===== src/rtl/uart_txrx_if.sv =====
// Host-side and serial-pin signals of the full-duplex UART, bundled so the
// block and its user connect through one port.
interface uart_txrx_if;
  logic       i_tx_byte_rdy;
  logic [7:0] i_tx_byte;
  logic       o_tx_active;
  logic       o_tx_serial;
  logic       o_tx_done;
  logic       i_rx;
  logic       o_rx_byte_rdy;
  logic [7:0] o_rx_byte;

  modport slave (
    input  i_tx_byte_rdy, i_tx_byte, i_rx,
    output o_tx_active, o_tx_serial, o_tx_done, o_rx_byte_rdy, o_rx_byte
  );

  modport master (
    output i_tx_byte_rdy, i_tx_byte, i_rx,
    input  o_tx_active, o_tx_serial, o_tx_done, o_rx_byte_rdy, o_rx_byte
  );
endinterface


===== src/rtl/uart_txrx.sv =====
// Full-duplex 8N1 UART: independent transmitter and receiver sharing one
// clock and a synchronous active-high reset. Baud set by CLKS_PER_BIT.
module uart_txrx #(
  parameter int CLKS_PER_BIT = 434
) (
  input  logic  i_clk,
  input  logic  i_rst,
  uart_txrx_if.slave bus
);
  localparam int CW = $clog2(CLKS_PER_BIT);
  localparam logic [CW-1:0] BIT_LAST  = CW'(CLKS_PER_BIT - 1);
  localparam logic [CW-1:0] HALF_LAST = CW'(CLKS_PER_BIT / 2 - 1);

  typedef enum logic [2:0] {TX_IDLE, TX_START, TX_DATA, TX_STOP, TX_CLEANUP} tx_state_e;
  // RX_HOLD is the tail of a bad stop bit: wait for the line to go high again.
  typedef enum logic [2:0] {RX_IDLE, RX_START, RX_DATA, RX_STOP, RX_HOLD} rx_state_e;

  tx_state_e     tx_state_q;
  logic [CW-1:0] tx_cnt_q;
  logic [2:0]    tx_idx_q;
  logic [7:0]    tx_data_q;
  logic          tx_serial_q, tx_active_q, tx_done_q;

  rx_state_e     rx_state_q;
  logic [CW-1:0] rx_cnt_q;
  logic [2:0]    rx_idx_q;
  logic [7:0]    rx_shift_q, rx_byte_q;
  logic          rx_rdy_q;
  logic          rx_meta_q, rx_sync_q;

  assign bus.o_tx_serial   = tx_serial_q;
  assign bus.o_tx_active   = tx_active_q;
  assign bus.o_tx_done     = tx_done_q;
  assign bus.o_rx_byte_rdy = rx_rdy_q;
  assign bus.o_rx_byte     = rx_byte_q;

  // Transmit FSM: each of start/data/stop holds the line for CLKS_PER_BIT cycles.
  always_ff @(posedge i_clk) begin
    if (i_rst) begin
      tx_state_q  <= TX_IDLE;
      tx_cnt_q    <= '0;
      tx_idx_q    <= '0;
      tx_data_q   <= '0;
      tx_serial_q <= 1'b1;
      tx_active_q <= 1'b0;
      tx_done_q   <= 1'b0;
    end else begin
      case (tx_state_q)
        TX_IDLE: begin
          tx_serial_q <= 1'b1;
          tx_active_q <= 1'b0;
          tx_done_q   <= 1'b0;
          tx_cnt_q    <= '0;
          tx_idx_q    <= '0;
          if (bus.i_tx_byte_rdy) begin
            tx_data_q   <= bus.i_tx_byte;
            tx_serial_q <= 1'b0;
            tx_active_q <= 1'b1;
            tx_state_q  <= TX_START;
          end
        end
        TX_START: begin
          if (tx_cnt_q != BIT_LAST) tx_cnt_q <= tx_cnt_q + 1'b1;
          else begin
            tx_cnt_q    <= '0;
            tx_serial_q <= tx_data_q[0];
            tx_state_q  <= TX_DATA;
          end
        end
        TX_DATA: begin
          if (tx_cnt_q != BIT_LAST) tx_cnt_q <= tx_cnt_q + 1'b1;
          else begin
            tx_cnt_q <= '0;
            if (tx_idx_q != 3'd7) begin
              tx_idx_q    <= tx_idx_q + 3'd1;
              tx_serial_q <= tx_data_q[tx_idx_q + 3'd1];
            end else begin
              tx_idx_q    <= '0;
              tx_serial_q <= 1'b1;
              tx_state_q  <= TX_STOP;
            end
          end
        end
        TX_STOP: begin
          if (tx_cnt_q != BIT_LAST) tx_cnt_q <= tx_cnt_q + 1'b1;
          else begin
            tx_cnt_q    <= '0;
            tx_done_q   <= 1'b1;
            tx_active_q <= 1'b0;
            tx_state_q  <= TX_CLEANUP;
          end
        end
        TX_CLEANUP: begin
          tx_done_q  <= 1'b0;
          tx_state_q <= TX_IDLE;
        end
        default: tx_state_q <= TX_IDLE;
      endcase
    end
  end

  // Two-flop synchronizer for the asynchronous RX pin; idles high.
  always_ff @(posedge i_clk) begin
    if (i_rst) begin
      rx_meta_q <= 1'b1;
      rx_sync_q <= 1'b1;
    end else begin
      rx_meta_q <= bus.i_rx;
      rx_sync_q <= rx_meta_q;
    end
  end

  // Receive FSM: re-check start at half bit, then sample every bit mid-period.
  always_ff @(posedge i_clk) begin
    if (i_rst) begin
      rx_state_q <= RX_IDLE;
      rx_cnt_q   <= '0;
      rx_idx_q   <= '0;
      rx_shift_q <= '0;
      rx_byte_q  <= '0;
      rx_rdy_q   <= 1'b0;
    end else begin
      case (rx_state_q)
        RX_IDLE: begin
          rx_rdy_q <= 1'b0;
          rx_cnt_q <= '0;
          rx_idx_q <= '0;
          if (!rx_sync_q) rx_state_q <= RX_START;
        end
        RX_START: begin
          if (rx_cnt_q != HALF_LAST) rx_cnt_q <= rx_cnt_q + 1'b1;
          else begin
            rx_cnt_q   <= '0;
            // A line already back high is a glitch, not a start bit.
            rx_state_q <= rx_sync_q ? RX_IDLE : RX_DATA;
          end
        end
        RX_DATA: begin
          if (rx_cnt_q != BIT_LAST) rx_cnt_q <= rx_cnt_q + 1'b1;
          else begin
            rx_cnt_q             <= '0;
            rx_shift_q[rx_idx_q] <= rx_sync_q;
            rx_idx_q             <= rx_idx_q + 3'd1;
            if (rx_idx_q == 3'd7) rx_state_q <= RX_STOP;
          end
        end
        RX_STOP: begin
          if (rx_cnt_q != BIT_LAST) rx_cnt_q <= rx_cnt_q + 1'b1;
          else begin
            rx_cnt_q <= '0;
            if (rx_sync_q) begin
              rx_byte_q  <= rx_shift_q;
              rx_rdy_q   <= 1'b1;
              rx_state_q <= RX_IDLE;
            end else begin
              rx_state_q <= RX_HOLD;
            end
          end
        end
        RX_HOLD: if (rx_sync_q) rx_state_q <= RX_IDLE;
        default: rx_state_q <= RX_IDLE;
      endcase
    end
  end
endmodule


===== src/flat_wrapper.sv =====
// flat-port wrapper written by rule: the top's interface ports become plain ports
module uart_txrx_flat 
#(
  parameter int CLKS_PER_BIT = 434
)
  (i_clk, i_rst, bus_i_tx_byte_rdy, bus_i_tx_byte, bus_i_rx, bus_o_tx_active, bus_o_tx_serial, bus_o_tx_done, bus_o_rx_byte_rdy, bus_o_rx_byte);
  uart_txrx_if bus_i ();
  input  logic i_clk;
  input  logic i_rst;
  input wire logic [$bits(bus_i.i_tx_byte_rdy)-1:0] bus_i_tx_byte_rdy;
  input wire logic [$bits(bus_i.i_tx_byte)-1:0] bus_i_tx_byte;
  input wire logic [$bits(bus_i.i_rx)-1:0] bus_i_rx;
  output wire logic [$bits(bus_i.o_tx_active)-1:0] bus_o_tx_active;
  output wire logic [$bits(bus_i.o_tx_serial)-1:0] bus_o_tx_serial;
  output wire logic [$bits(bus_i.o_tx_done)-1:0] bus_o_tx_done;
  output wire logic [$bits(bus_i.o_rx_byte_rdy)-1:0] bus_o_rx_byte_rdy;
  output wire logic [$bits(bus_i.o_rx_byte)-1:0] bus_o_rx_byte;
  assign bus_i.i_tx_byte_rdy = bus_i_tx_byte_rdy;
  assign bus_i.i_tx_byte = bus_i_tx_byte;
  assign bus_i.i_rx = bus_i_rx;
  assign bus_o_tx_active = bus_i.o_tx_active;
  assign bus_o_tx_serial = bus_i.o_tx_serial;
  assign bus_o_tx_done = bus_i.o_tx_done;
  assign bus_o_rx_byte_rdy = bus_i.o_rx_byte_rdy;
  assign bus_o_rx_byte = bus_i.o_rx_byte;
  uart_txrx #(.CLKS_PER_BIT(CLKS_PER_BIT)) u_core (.i_clk(i_clk), .i_rst(i_rst), .bus(bus_i));
endmodule

===== config.mk =====
export PLATFORM = sky130hd
export DESIGN_NAME = uart_txrx_flat
export DESIGN_NICKNAME = d
export VERILOG_FILES = /design/src/rtl/uart_txrx_if.sv /design/src/rtl/uart_txrx.sv /design/src/flat_wrapper.sv
export SDC_FILE = /design/constraint.sdc
export NUM_CORES = 1
export LEC_CHECK = 0
export ABC_CLOCK_PERIOD_IN_PS = 1900
export CAP_MARGIN = 15
export CORE_MARGIN = 5
export CORE_UTILIZATION = 30
export DETAILED_ROUTE_END_ITERATION = 7
export GPL_TIMING_DRIVEN = 0
export PLACE_DENSITY_LB_ADDON = 0.3
export SKIP_LAST_GASP = 1
export SYNTH_ARGS = -nofsm -noshare
export SYNTH_HDL_FRONTEND = slang
export SYNTH_SLANG_ARGS = --single-unit
export TNS_END_PERCENT = 10

===== constraint.sdc =====
create_clock -name i_clk -period 1.9 [get_ports i_clk]
set_clock_uncertainty 0.15 [all_clocks]
set_input_delay 0.19 -clock i_clk [delete_from_list [all_inputs] [get_ports i_clk]]
set_output_delay 0.19 -clock i_clk [all_outputs]
set_load 0.02 [all_outputs]

After elaboration in Yosys (flattened, before gate mapping)
Cells that the tools add are included.
{"block": "word_totals", "regBits": 60, "in_bits": 12, "output_inout_bits": 12, "word_cells": 116}
{"block": "op_classes", "add_sub_neg": 4, "n_lt_le_gt_ge": 3, "eq_ne": 25, "n_mux": 43, "bitwise_logic": 1, "n_reduce_logical": 25}
{"cell": "$mux W3", "count": 15}
{"cell": "$mux W9", "count": 3}
{"cell": "$pmux W9 S3", "count": 1}
{"cell": "$add A9 B1 Y9 const B", "count": 2}
{"cell": "$ne A2 B2 Y1 const B", "count": 9}
{"cell": "$ne A9 B9 Y1 const B", "count": 2}
{"cell": "$pmux W9 S2", "count": 1}
{"cell": "$pmux W3 S5", "count": 1}
{"cell": "$eq A3 B2 Y1 const B", "count": 4}
{"cell": "$pmux W3 S2", "count": 2}
{"cell": "$pmux W3 S4", "count": 1}
{"cell": "$reduce_and A2 Y1", "count": 6}
{"cell": "$reduce_bool A2 Y1", "count": 6}
{"cell": "$mux W1", "count": 11}
{"cell": "$eq A3 B3 Y1 const B", "count": 3}
{"cell": "$ne A9 B8 Y1 const B", "count": 1}
{"cell": "$reduce_and A3 Y1", "count": 3}
{"cell": "$bwmux W8", "count": 1}
{"cell": "$lt A3 B4 Y1 const B", "count": 2}
{"cell": "$add A3 B1 Y3 const B", "count": 2}
{"cell": "$eq A3 B1 Y1 const B", "count": 2}
{"cell": "$logic_not A3 Y1", "count": 2}
{"cell": "$ne A2 B1 Y1 const B", "count": 3}
{"cell": "$pmux W1 S2", "count": 3}
{"cell": "13 further kinds", "count": 15}

Longest topological paths before layout
Gate-level depths: netlist of the first run.
{"block": "logic_depth", "depth_word": 6, "mapped_depth": 8}

Least setup slack after synthesis of the first run
Ideal clock, no wire load.
{"block": "synth_timing", "kind": "reg2reg", "from": "reg u_core.tx_idx_q[0]", "to": "reg u_core.tx_serial_q, in the netlist u_core.bus.o_tx_serial", "arrival_time_ns": 1.720, "setup_slack_ns": -0.093, "stages_incl_launch_ff": 9, "n_path_buf": 1, "synth_period_minus_slack_ns": 1.993, "path_cell_list": "dfxtp_1 -> ha_1 -> ha_1 -> clkbuf_1 -> mux2i_1 -> nand3b_1 -> a41oi_1 -> nor2_1 -> o32a_2"}
{"block": "synth_between", "elab_chain_len": 6}
{"element": "from (decl)", "line": "uart_txrx.sv:20", "text": "logic [2:0] tx_idx_q;"}
{"element": "from (signal assigned)", "line": "uart_txrx.sv:75", "text": "tx_idx_q <= tx_idx_q + 3'd1;"}
{"element": "$add A3 B1 Y3", "line": "uart_txrx.sv:76", "text": "tx_serial_q <= tx_data_q[tx_idx_q + 3'd1];"}
{"element": "$bmux W1 S3", "line": "uart_txrx.sv:76"}
{"element": "$mux W1 (not written as such)", "line": "uart_txrx.sv:76"}
{"element": "$mux W1 (*)", "line": "uart_txrx.sv:74", "text": "if (tx_idx_q != 3'd7) begin"}
{"element": "$mux W1 (*)", "line": "uart_txrx.sv:71", "text": "if (tx_cnt_q != BIT_LAST) tx_cnt_q <= tx_cnt_q + 1'b1;"}
{"element": "$pmux W1 S3 (*)", "line": "uart_txrx.sv:48", "text": "case (tx_state_q)"}
{"element": "to (signal assigned)", "line": "uart_txrx.sv:66", "text": "tx_serial_q <= tx_data_q[0];"}
{"element": "to (signal assigned)", "line": "uart_txrx.sv:76"}
{"element": "to (decl)", "line": "uart_txrx.sv:22", "text": "logic tx_serial_q, tx_active_q, tx_done_q;"}
Mark *: on every way between the ends. The rest lies on a longest branch, timed or not. The select of a mux whose other input is x is not followed.
A chain may end at the register's enable or synchronous reset.

Worst setup path in the final report of the first run
{"block": "layout_timing", "from": "reg u_core.rx_cnt_q[2]", "to": "reg u_core.rx_cnt_q[7]"}
{"block": "layout_between", "elab_chain_len": 3}
{"element": "from (decl)", "line": "uart_txrx.sv:25", "text": "logic [CW-1:0] rx_cnt_q;"}
{"element": "from (signal assigned)", "line": "uart_txrx.sv:131", "text": "if (rx_cnt_q != HALF_LAST) rx_cnt_q <= rx_cnt_q + 1'b1;"}
{"element": "from (signal assigned)", "line": "uart_txrx.sv:139", "text": "if (rx_cnt_q != BIT_LAST) rx_cnt_q <= rx_cnt_q + 1'b1;"}
{"element": "from (signal assigned)", "line": "uart_txrx.sv:148", "text": "if (rx_cnt_q != BIT_LAST) rx_cnt_q <= rx_cnt_q + 1'b1;"}
{"element": "$add A9 B1 Y9, or another cell as far along", "line": "uart_txrx.sv:131, uart_txrx.sv:139, uart_txrx.sv:148"}
{"element": "$mux W9, on equally long branches", "line": "uart_txrx.sv:139, uart_txrx.sv:148, uart_txrx.sv:131"}
{"element": "$pmux W9 S3 (*)", "line": "uart_txrx.sv:123", "text": "case (rx_state_q)"}
Mark *: on every way between the ends. The rest lies on a longest branch, timed or not.

==> results of run 1 <==
[final timing paths]
kind                 startpoint                  to  slack (ps)  cells after the start
max reg2reg  u_core.rx_cnt_q[2]  u_core.rx_cnt_q[7]        -140                      7
max          u_core.rx_cnt_q[2]  u_core.rx_cnt_q[7]        -140                      7
min                       i_rst  u_core.rx_cnt_q[5]         220                      3
min reg2reg    u_core.rx_meta_q    u_core.rx_sync_q         260                      1
[metrics by stage]
stage	hold slack, ps	util (%)	setup TNS, ps	cell area (um2)
after detailed placement	243	34.3	-5090	3310
after floorplan	144	-	-1.99	2920
final	219	37.8	-2350	3640
after global routing	236	37.8	-6070	3640
after CTS	221	37.7	-1730	3630
after global placement	241	34.3	-4860	3310
[where the power goes]
group          total (mW)  leakage, nW  internal [mW]  switching (mW)
Sequential           1.29        0.488           1.28          0.0115
Clock                1.23        0.109          0.721           0.505
Combinational       0.145        0.745         0.0650          0.0798
[area by class of cell]
cell class,count,area share (%)
buffer,21,4.09
clock buffer,9,3.40
clock inverter,6,2.20
inverter,6,0.619
multi-input combinational,260,44.5
sequential,60,33.2
tap,133,4.57
timing repair buffer,28,7.39
[kinds of logic (layout without fill, tap and decap cells)]
logic type	Yosys count	count (layout)	synth area share, %
simple gates	164	164	27.3
mux	23	23	7.93
fa+ha+maj	9	9	3.86
flops	60	60	41.2
xor+xnor	6	6	1.80
buf+inv	27	70	5.19
compound gates	58	58	12.8
[layout by cell type (no fill, tap or decap), drive strengths merged, types with 6 or more instances in the layout]
master         count
nand3             18
a21oi             22
nor2b              9
nand4              6
dfxtp             60
nand2             42
ha                 9
clkbuf            24
buf               11
clkdlybuf4s50     22
nor2              47
inv                6
nor3              12
mux2i             22
o21ai             12
[state kept, by name, summed over array words and instances, names as in the netlist]
name,cells
u_core.rx_shift_q,8
u_core.tx_idx_q,3
u_core.bus.o_rx_byte,8
u_core.bus.o_tx_done,1
u_core.tx_data_q,8
u_core.rx_cnt_q,9
u_core.tx_state_q,3
u_core.rx_meta_q,1
u_core.tx_cnt_q,9
u_core.bus.o_tx_serial,1
u_core.rx_idx_q,3
u_core.rx_sync_q,1
u_core.bus.o_rx_byte_rdy,1
u_core.rx_state_q,3
u_core.bus.o_tx_active,1
[timing repair]
action,4_1_cts,5_1_grt
resized for setup,23,5
pin swaps,5,1
buffers inserted,5,0
cloned,1,0
setup endpoints to repair,41,46
[metal layers]
layer  routed length, um  vias up  part of all wire [%]  track usage, %
met5                   0        -                     0               0
met4                  82        0                   1.2            3.70
met3                 201        8                   3.0            3.55
met2                3280       32                    49            20.7
met1                3090     1188                    46            14.1
li1                    -     1284                     -               -
[cell usage after synthesis (3+ instances only)]
| library cell | instances |
|---|---|
| dfxtp_1 | 60 |
| nor2_1 | 47 |
| nand2_1 | 42 |
| a21oi_1 | 22 |
| mux2i_1 | 22 |
| nand3_1 | 18 |
| clkbuf_1 | 13 |
| nor3_1 | 11 |
| o21ai_0 | 11 |
| ha_1 | 9 |
| nor2b_1 | 9 |
| inv_1 | 6 |
| nand4_1 | 6 |
| nor4_1 | 5 |
| xnor2_1 | 5 |
| a22oi_1 | 4 |
| nand2b_1 | 4 |
| or2_2 | 4 |
| a22o_1 | 3 |
| and2_1 | 3 |
| and3b_1 | 3 |
| nand3b_1 | 3 |
| o211ai_1 | 3 |
[worst max-delay path: stages (launching register included)]
cell	delay, ps
dfxtp_1	360
nand3b_1	230
buf_4	180
or3_4	400
a22o_1	250
buf_4	180
o211ai_1	90
o21ai_1	90
==> impl_metrics.json, run 1 <==
{
  "ant_nets": 0,
  "firstDrtPassIters": 4,
  "port_buffers": 22,
  "fin_crit_sh_pct": 107,
  "wire_per_inst_um": 12.7,
  "numCtsBuffers": 9,
  "violations": "setup timing",
  "final_nets": 407,
  "drc": 0,
  "arrival_ps": 2100,
  "ys.flop_type": "dfxtp_1",
  "ys_warn_count": 0,
  "hold_path_class": "in -> reg",
  "clk_latency_ps": 340,
  "regArea_um2": 1210,
  "p_leak_nw": 1.34,
  "synth.area.top_cells": "dfxtp_1, mux2i_1, nor2_1",
  "gp_congestion": 0.773,
  "dieHeight_um": 109,
  "yosys.area.top_type": "dfxtp_1",
  "synthCells": 347,
  "maxSlewHeadroom_pct": 64.2,
  "gr-total-overflow": 0,
  "vias": 2512,
  "cts_tree": "done",
  "cts-root-buf": "clkbuf_8",
  "core_um2": 9640,
  "grt_pass1_vias": 2486,
  "multiInputGateArea_um2": 1620,
  "vias_per_cell": 4.80,
  "grt_usage_pct": 11.9,
  "synth.distinct_cells": 50,
  "grt_start_max_net_pins": 11,
  "cellPowerDensity_nw_per_um2": 730,
  "synth.top_cell.area_share_pct": 41.2,
  "setup_violations": 23,
  "synth-edff-count": 0,
  "period_minus_slack_ps": 2040,
  "peakVddDrop_uv": 337,
  "worst_pin_slew_ps": 533,
  "fin_cells": 523,
  "path_max_fanout": 10,
  "diodes": 0,
  "maxCapViolations": 0,
  "holdBufCountCts": 0,
  "num-fill-cells": 1010,
  "drt_wl_total_um": 6660,
  "dieArea_um2": 11800,
  "grt_pass1_wl_um": 11200,
  "postSynthAreaPerCell_um2": 8.41,
  "hpwlAfterDp_um": 4400,
  "ios": 24,
  "rsz0062_at_grt": "yes",
  "drv_slew": 0,
  "place_inst": 502,
  "ys_ff_latch": 60,
  "area_growth_pct": 24.8,
  "antenna_found_initial": 0,
  "start_kind": "flop",
  "clockBufferDepth": 2,
  "drive_above_1_share_pct": 13.3,
  "path_class": "reg -> reg",
  "drtIter0Drc": 87,
  "crit_required_ps": 1960,
  "endpoint_kind": "flop",
  "rows": 36,
  "htree_levels": 3,
  "numClockSinks": 60,
  "setup_slack_ps": -141,
  "cts.reportedPaths.clkPinSlew_ps": 70,
  "max_clock_freq_ghz": 0.490,
  "place_worst_setup_slack_ps": -225,
  "seq_area_frac_synth_pct": 41.2,
  "syn_nets": 368,
  "start_util_pct": 30.3,
  "hold_violations": 0,
  "chipWidth_um": 109,
  "total_power_mw": 2.66,
  "async_reset_ff_share_pct": 0,
  "syn_area_um2": 2920,
  "status": "finished, violations left"
}
Note: power is estimated with default switching activity, not from simulation.
==> run 2, diff against run 1 <==
CORE_MARGIN = 1.5   (was 5)
HOLD_SLACK_MARGIN = 0.08   (was not set)
==> impl_metrics.json, run 2 (synthesis results as in run 1) <==
{
  "fin_cells": 525,
  "crit_family": "simple AND/OR/NAND/NOR gates",
  "rrSetupSlack_ps": -80,
  "worst_pin_slew_ps": 575,
  "rows": 35,
  "r2r_end": "u_core.bus.o_rx_byte[3]",
  "gp_congestion": 0.864,
  "ios": 24,
  "cts.reportedPaths.clkPinSlew_ps": 70,
  "min_from": "i_rst",
  "core_um2": 9330,
  "crit_required_ps": 1970,
  "area_growth_pct": 27.9,
  "cellPowerDensity_nw_per_um2": 727,
  "min_to": "u_core.rx_cnt_q[5]",
  "dieHeight_um": 102,
  "reg2reg_depth": 7,
  "maxCapViolations": 0,
  "dieArea_um2": 10300,
  "firstDrtPassIters": 4,
  "clk_latency_ps": 350,
  "num-fill-cells": 951,
  "wire_per_inst_um": 12.2,
  "p_leak_nw": 1.37,
  "layout_common_cells": "dfxtp_1, nor2_1, nand2_1",
  "numClockSinks": 60,
  "setup_violations": 30,
  "fin_crit_sh_pct": 104,
  "grt_usage_pct": 13.7,
  "htree_levels": 3,
  "drc": 0,
  "path_class": "reg -> reg",
  "numCtsBuffers": 9,
  "slowest_delay_ps": 390,
  "rsz0062_at_grt": "yes",
  "place_inst": 498,
  "arrival_ps": 2050,
  "vias": 2534,
  "antenna_found_initial": 0,
  "hold_path_class": "in -> reg",
  "port_buffers": 22,
  "hold_violations": 0,
  "critPathSlowestCell": "or3_4",
  "drtIter0Drc": 115,
  "start_kind": "flop",
  "violations": "setup timing",
  "cts-root-buf": "clkbuf_8",
  "setup_slack_ps": -84.4,
  "grt_start_max_net_pins": 11,
  "layout_commonest_cell": "dfxtp_1",
  "drv_slew": 0,
  "start_util_pct": 31.3,
  "r2r_start": "u_core.rx_cnt_q[2]",
  "path_buf_inv": 2,
  "hold_depth": 3,
  "max_clock_freq_ghz": 0.504,
  "grt_pass1_vias": 2477,
  "period_minus_slack_ps": 1980,
  "endpoint_kind": "flop",
  "drive_above_1_share_pct": 15.9,
  "drt_wl_total_um": 6400,
  "final_nets": 412,
  "hpwlAfterDp_um": 4250,
  "grt_pass1_wl_um": 11200,
  "ant_nets": 0,
  "cts_tree": "done",
  "total_power_mw": 2.71,
  "maxSlewHeadroom_pct": 61.7,
  "crit_chain": "nand3b_1 > buf_4 > or3_4 > nor3_4 > buf_6 > mux2i_1 > nor2_1",
  "clockBufferDepth": 2,
  "place_worst_setup_slack_ps": -221,
  "gr-total-overflow": 0,
  "vias_per_cell": 4.83,
  "peakVddDrop_uv": 428,
  "diodes": 0,
  "reg_top3": "u_core.rx_cnt_q (9), u_core.tx_cnt_q (9)",
  "status": "finished, violations left",
  "holdBufCountCts": 0,
  "chipWidth_um": 102,
  "path_max_fanout": 6
}
run 2: changes by cell type in the layout (fill, tap and decap cells not counted), sizes merged:
cell / change
buf: +7
clkinv: -1
run 2: worst max path at each step:
stage                              end  cells past startpoint                from
3_3_place_gp   u_core.bus.o_rx_byte[7]                      7  u_core.rx_cnt_q[0]
3_5_place_dp   u_core.bus.o_rx_byte[3]                      7  u_core.rx_cnt_q[0]
2_1_floorplan   u_core.bus.o_tx_serial                      8  u_core.tx_idx_q[0]
6_report       u_core.bus.o_rx_byte[3]                      7  u_core.rx_cnt_q[2]
4_1_cts        u_core.bus.o_rx_byte[3]                      8  u_core.rx_cnt_q[1]
5_1_grt        u_core.bus.o_rx_byte[3]                      7  u_core.rx_cnt_q[2]
run 2: per-stage QoR:
stage | setup TNS (ps) | area (um2) | hold slack [ps] | utilization [%]
after floorplan | -1.99 | 2920 | 144 | -
after global placement | -4670 | 3310 | 241 | 35.4
after detailed placement | -5060 | 3310 | 243 | 35.4
after CTS | -1960 | 3650 | 202 | 39.1
after global routing | -5090 | 3730 | 244 | 40.0
final | -1680 | 3730 | 181 | 40.0
run 2: routing by layer:
layer,vias up,track usage [%],wire [um]
met4,0,7.69,142
li1,1307,-,-
met3,13,2.55,172
met2,26,22.5,3030
met5,-,0,0
met1,1188,17.0,3060
run 2: worst register-to-register path: stages, from the launching register on:
cell and delay [ps]:
dfxtp_1 350, nand3b_1 200, buf_4 170, or3_4 390
nor3_4 190, buf_6 170, mux2i_1 190, nor2_1 50
run 2: cell type report:
cell class	instances	area [um2]	share of cell area, %
inverter	6	22.5	0.604
buffer	21	158	4.23
clock inverter	5	75.1	2.01
tap	129	161	4.33
clock buffer	11	141	3.79
sequential	60	1220	32.6
timing repair buffer	33	310	8.32
multi-input combinational	260	1650	44.1
run 2: what timing repair did:
item                                    in CTS  in global routing
endpoints found under the setup margin      42                 48
buffers inserted                             6                  3
pin swaps                                    3                  7
cloned                                       1                  1
gates resized for setup                     22                 22
endpoints found under the hold margin        0                  0
run 2: where the power goes:
group	leakage [nW]	switching (mW)	internal, mW
Combinational	0.772	0.0793	0.0666
Sequential	0.490	0.0115	1.27
Clock	0.113	0.516	0.768
Total	1.37	0.607	2.11
==> variant: new RTL, settings of run 1 <==
`CLKS_PER_BIT` is set to 434 in 2 places; all go to 1736.
--- a/src/rtl/uart_txrx.sv
+++ b/src/rtl/uart_txrx.sv
@@ -1,7 +1,7 @@
 // Full-duplex 8N1 UART: independent transmitter and receiver sharing one
 // clock and a synchronous active-high reset. Baud set by CLKS_PER_BIT.
 module uart_txrx #(
-  parameter int CLKS_PER_BIT = 434
+  parameter int CLKS_PER_BIT = 1736
 ) (
   input  logic  i_clk,
   input  logic  i_rst,
--- a/src/flat_wrapper.sv
+++ b/src/flat_wrapper.sv
@@ -1,7 +1,7 @@
 // flat-port wrapper written by rule: the top's interface ports become plain ports
 module uart_txrx_flat 
 #(
-  parameter int CLKS_PER_BIT = 434
+  parameter int CLKS_PER_BIT = 1736
 )
   (i_clk, i_rst, bus_i_tx_byte_rdy, bus_i_tx_byte, bus_i_rx, bus_o_tx_active, bus_o_tx_serial, bus_o_tx_done, bus_o_rx_byte_rdy, bus_o_rx_byte);
   uart_txrx_if bus_i ();
Function: same outputs for any inputs over 10 cycles, from zero or initial values and one cycle with i_rst high; that may be too few to reach the edited logic, so the function may still have changed.
==> variant against run 1 <==
The run still ends with setup timing left; sequential cell count increased by 4; worst setup slack improved by 130 ps; cell area increased by 12%; utilization increased by 0.39 points; power increased by 13%; routed wire length increased by 28%; synthesized area increased by 11%; sequential share of layout area decreased by 1.5 points; critical path type unchanged; largest power group is now the clock network.
==> variant: results <==
[status]
violations = setup timing
status = finished, violations left

[grt]
antenna_found_initial = 0
grt_util_all_layers_pct = 13.2
grt_first_pass_wirelength_um = 14000
grt_max_degree = 12
grt_pass1_vias = 2913

[logic_synthesis]
synth-seq-area-share_pct = 39.6
synth_common_cells = 64 x dfxtp_1, 54 x nand2_1, 33 x a21oi_1, 22 x nor2_1, 21 x nand3_1
synth.distinct_cells = 64
synth.area.top_cells = dfxtp_1 40%, nand2_1 6.3%, a21oi_1 5.1%
syn_nets = 400
yosys_warnings = 0
async_flop_share_pct = 0

[setup_path]
crit_family = simple AND/OR/NAND/NOR gates
worstPathArrival_ps = 2030
path_max_fanout = 6
crit_slowest_cell = or4_1
slowest_delay_ps = 530

[timing]
relSlewSlack_pct = 58.0
finalSetupTns_ps = -8.71
setup_slack_ps = -8.71
setup_viol = 1

[power_and_ir_drop]
ir_drop_v = 0.000332
p_leak_nw = 1.32

[clock_tree]
htree_levels = 3
clockBufferDepth = 2
cts-buffers-inserted = 9
clk_latency_ps = 340
path_clk_slew_ps = 70
cts_root_buf = clkbuf_8

[placement]
hpwl_um = 5880
placed_cell_area_sq_mm = 0.00364
post-place-ws_ps = -214
portBuffers = 22
gp_congestion = 0.783

[routing]
first_iter_violations = 119
wire_per_inst_um = 15.0
dr.pass1.iters = 5
vias_per_cell = 5.32

[hold_path]
hold_class = in -> reg

[cells_and_area]
n_antenna_cell = 0
drive_gt1_share_pct = 15.2
top_regs = u_core.rx_cnt_q (11), u_core.tx_cnt_q (11)
fin_nets = 441
variant: cell types whose count changed in the layout (fill, tap and decap cells not counted), sizes merged, moves of 5 or more:
cell	run 1	this run
nor2	47	22
mux2i	22	7
nand2	42	54
a21oi	22	33
o21ai	12	21
nand4b	1	6
o221ai	0	5
variant: per-stage QoR:
step                      instances  util, %
after floorplan                 382        -
after global placement          544     34.0
after detailed placement        544     34.0
after CTS                       568     37.4
after global routing            568     38.2
final                           568     38.2
variant: final timing paths:
path	start	endpoint	slack, ps	depth (start not counted)
worst min-delay path	bus_i_tx_byte[6]	u_core.tx_data_q[6]	240	3
worst max register to register	u_core.tx_cnt_q[0]	u_core.tx_idx_q[1]	-9	6
worst min register to register	u_core.rx_meta_q	u_core.rx_sync_q	260	1
worst max-delay path	u_core.tx_cnt_q[0]	u_core.tx_idx_q[1]	-9	6
variant: routing by layer:
metal / wire length, um / GRT usage, % / up-vias
met4: 85 / 4.51 / 0
met3: 306 / 2.86 / 8
met2: 3860 / 20.6 / 64
met1: 4270 / 18.1 / 1451
li1: - / - / 1501
met5: 0 / 0 / -
variant: what timing repair did:
action                                  CTS  global route
hold endpoints to repair                  0             0
pin swaps                                 3             2
endpoints found under the setup margin   40            49
hold buffers                              0             0
gates resized for setup                  14            16
buffers inserted                          8             1
variant: cell families after synthesis:
kind of cell,Yosys count,share of synthesized area [%]
flip-flops,64,39.6
XOR/XNOR,6,1.62
buffers and inverters,32,3.98
adder cells (fa/ha/maj),6,2.32
AND/OR/NAND/NOR,171,29.1
AO/OA/AOI/OAI,93,19.5
multiplexers,10,3.90
variant: final cells by class:
cell class,count,area (sq um)
Fill cell,1135,6620
Multi-Input combinational cell,286,1940
Sequential cell,64,1290
Timing Repair Buffer,31,288
Tap cell,140,175
Clock buffer,11,141
Buffer,21,106
Clock inverter,5,104
Inverter,10,37.5
variant: where the power goes:
part | leakage [nW] | total, W | internal (W) | switching (W)
combinational | 0.680 | 0.000172 | 0.0000686 | 0.000104
clock | 0.124 | 0.00146 | 0.000908 | 0.000547
sequential | 0.521 | 0.00137 | 0.00136 | 0.0000135
total | 1.32 | 0.00300 | 0.00234 | 0.000664
variant: tightest hold or removal path, stage by stage:
cell and delay, ps:
clkdlybuf4s50_1 390, nand2_1 60, a21oi_1 50
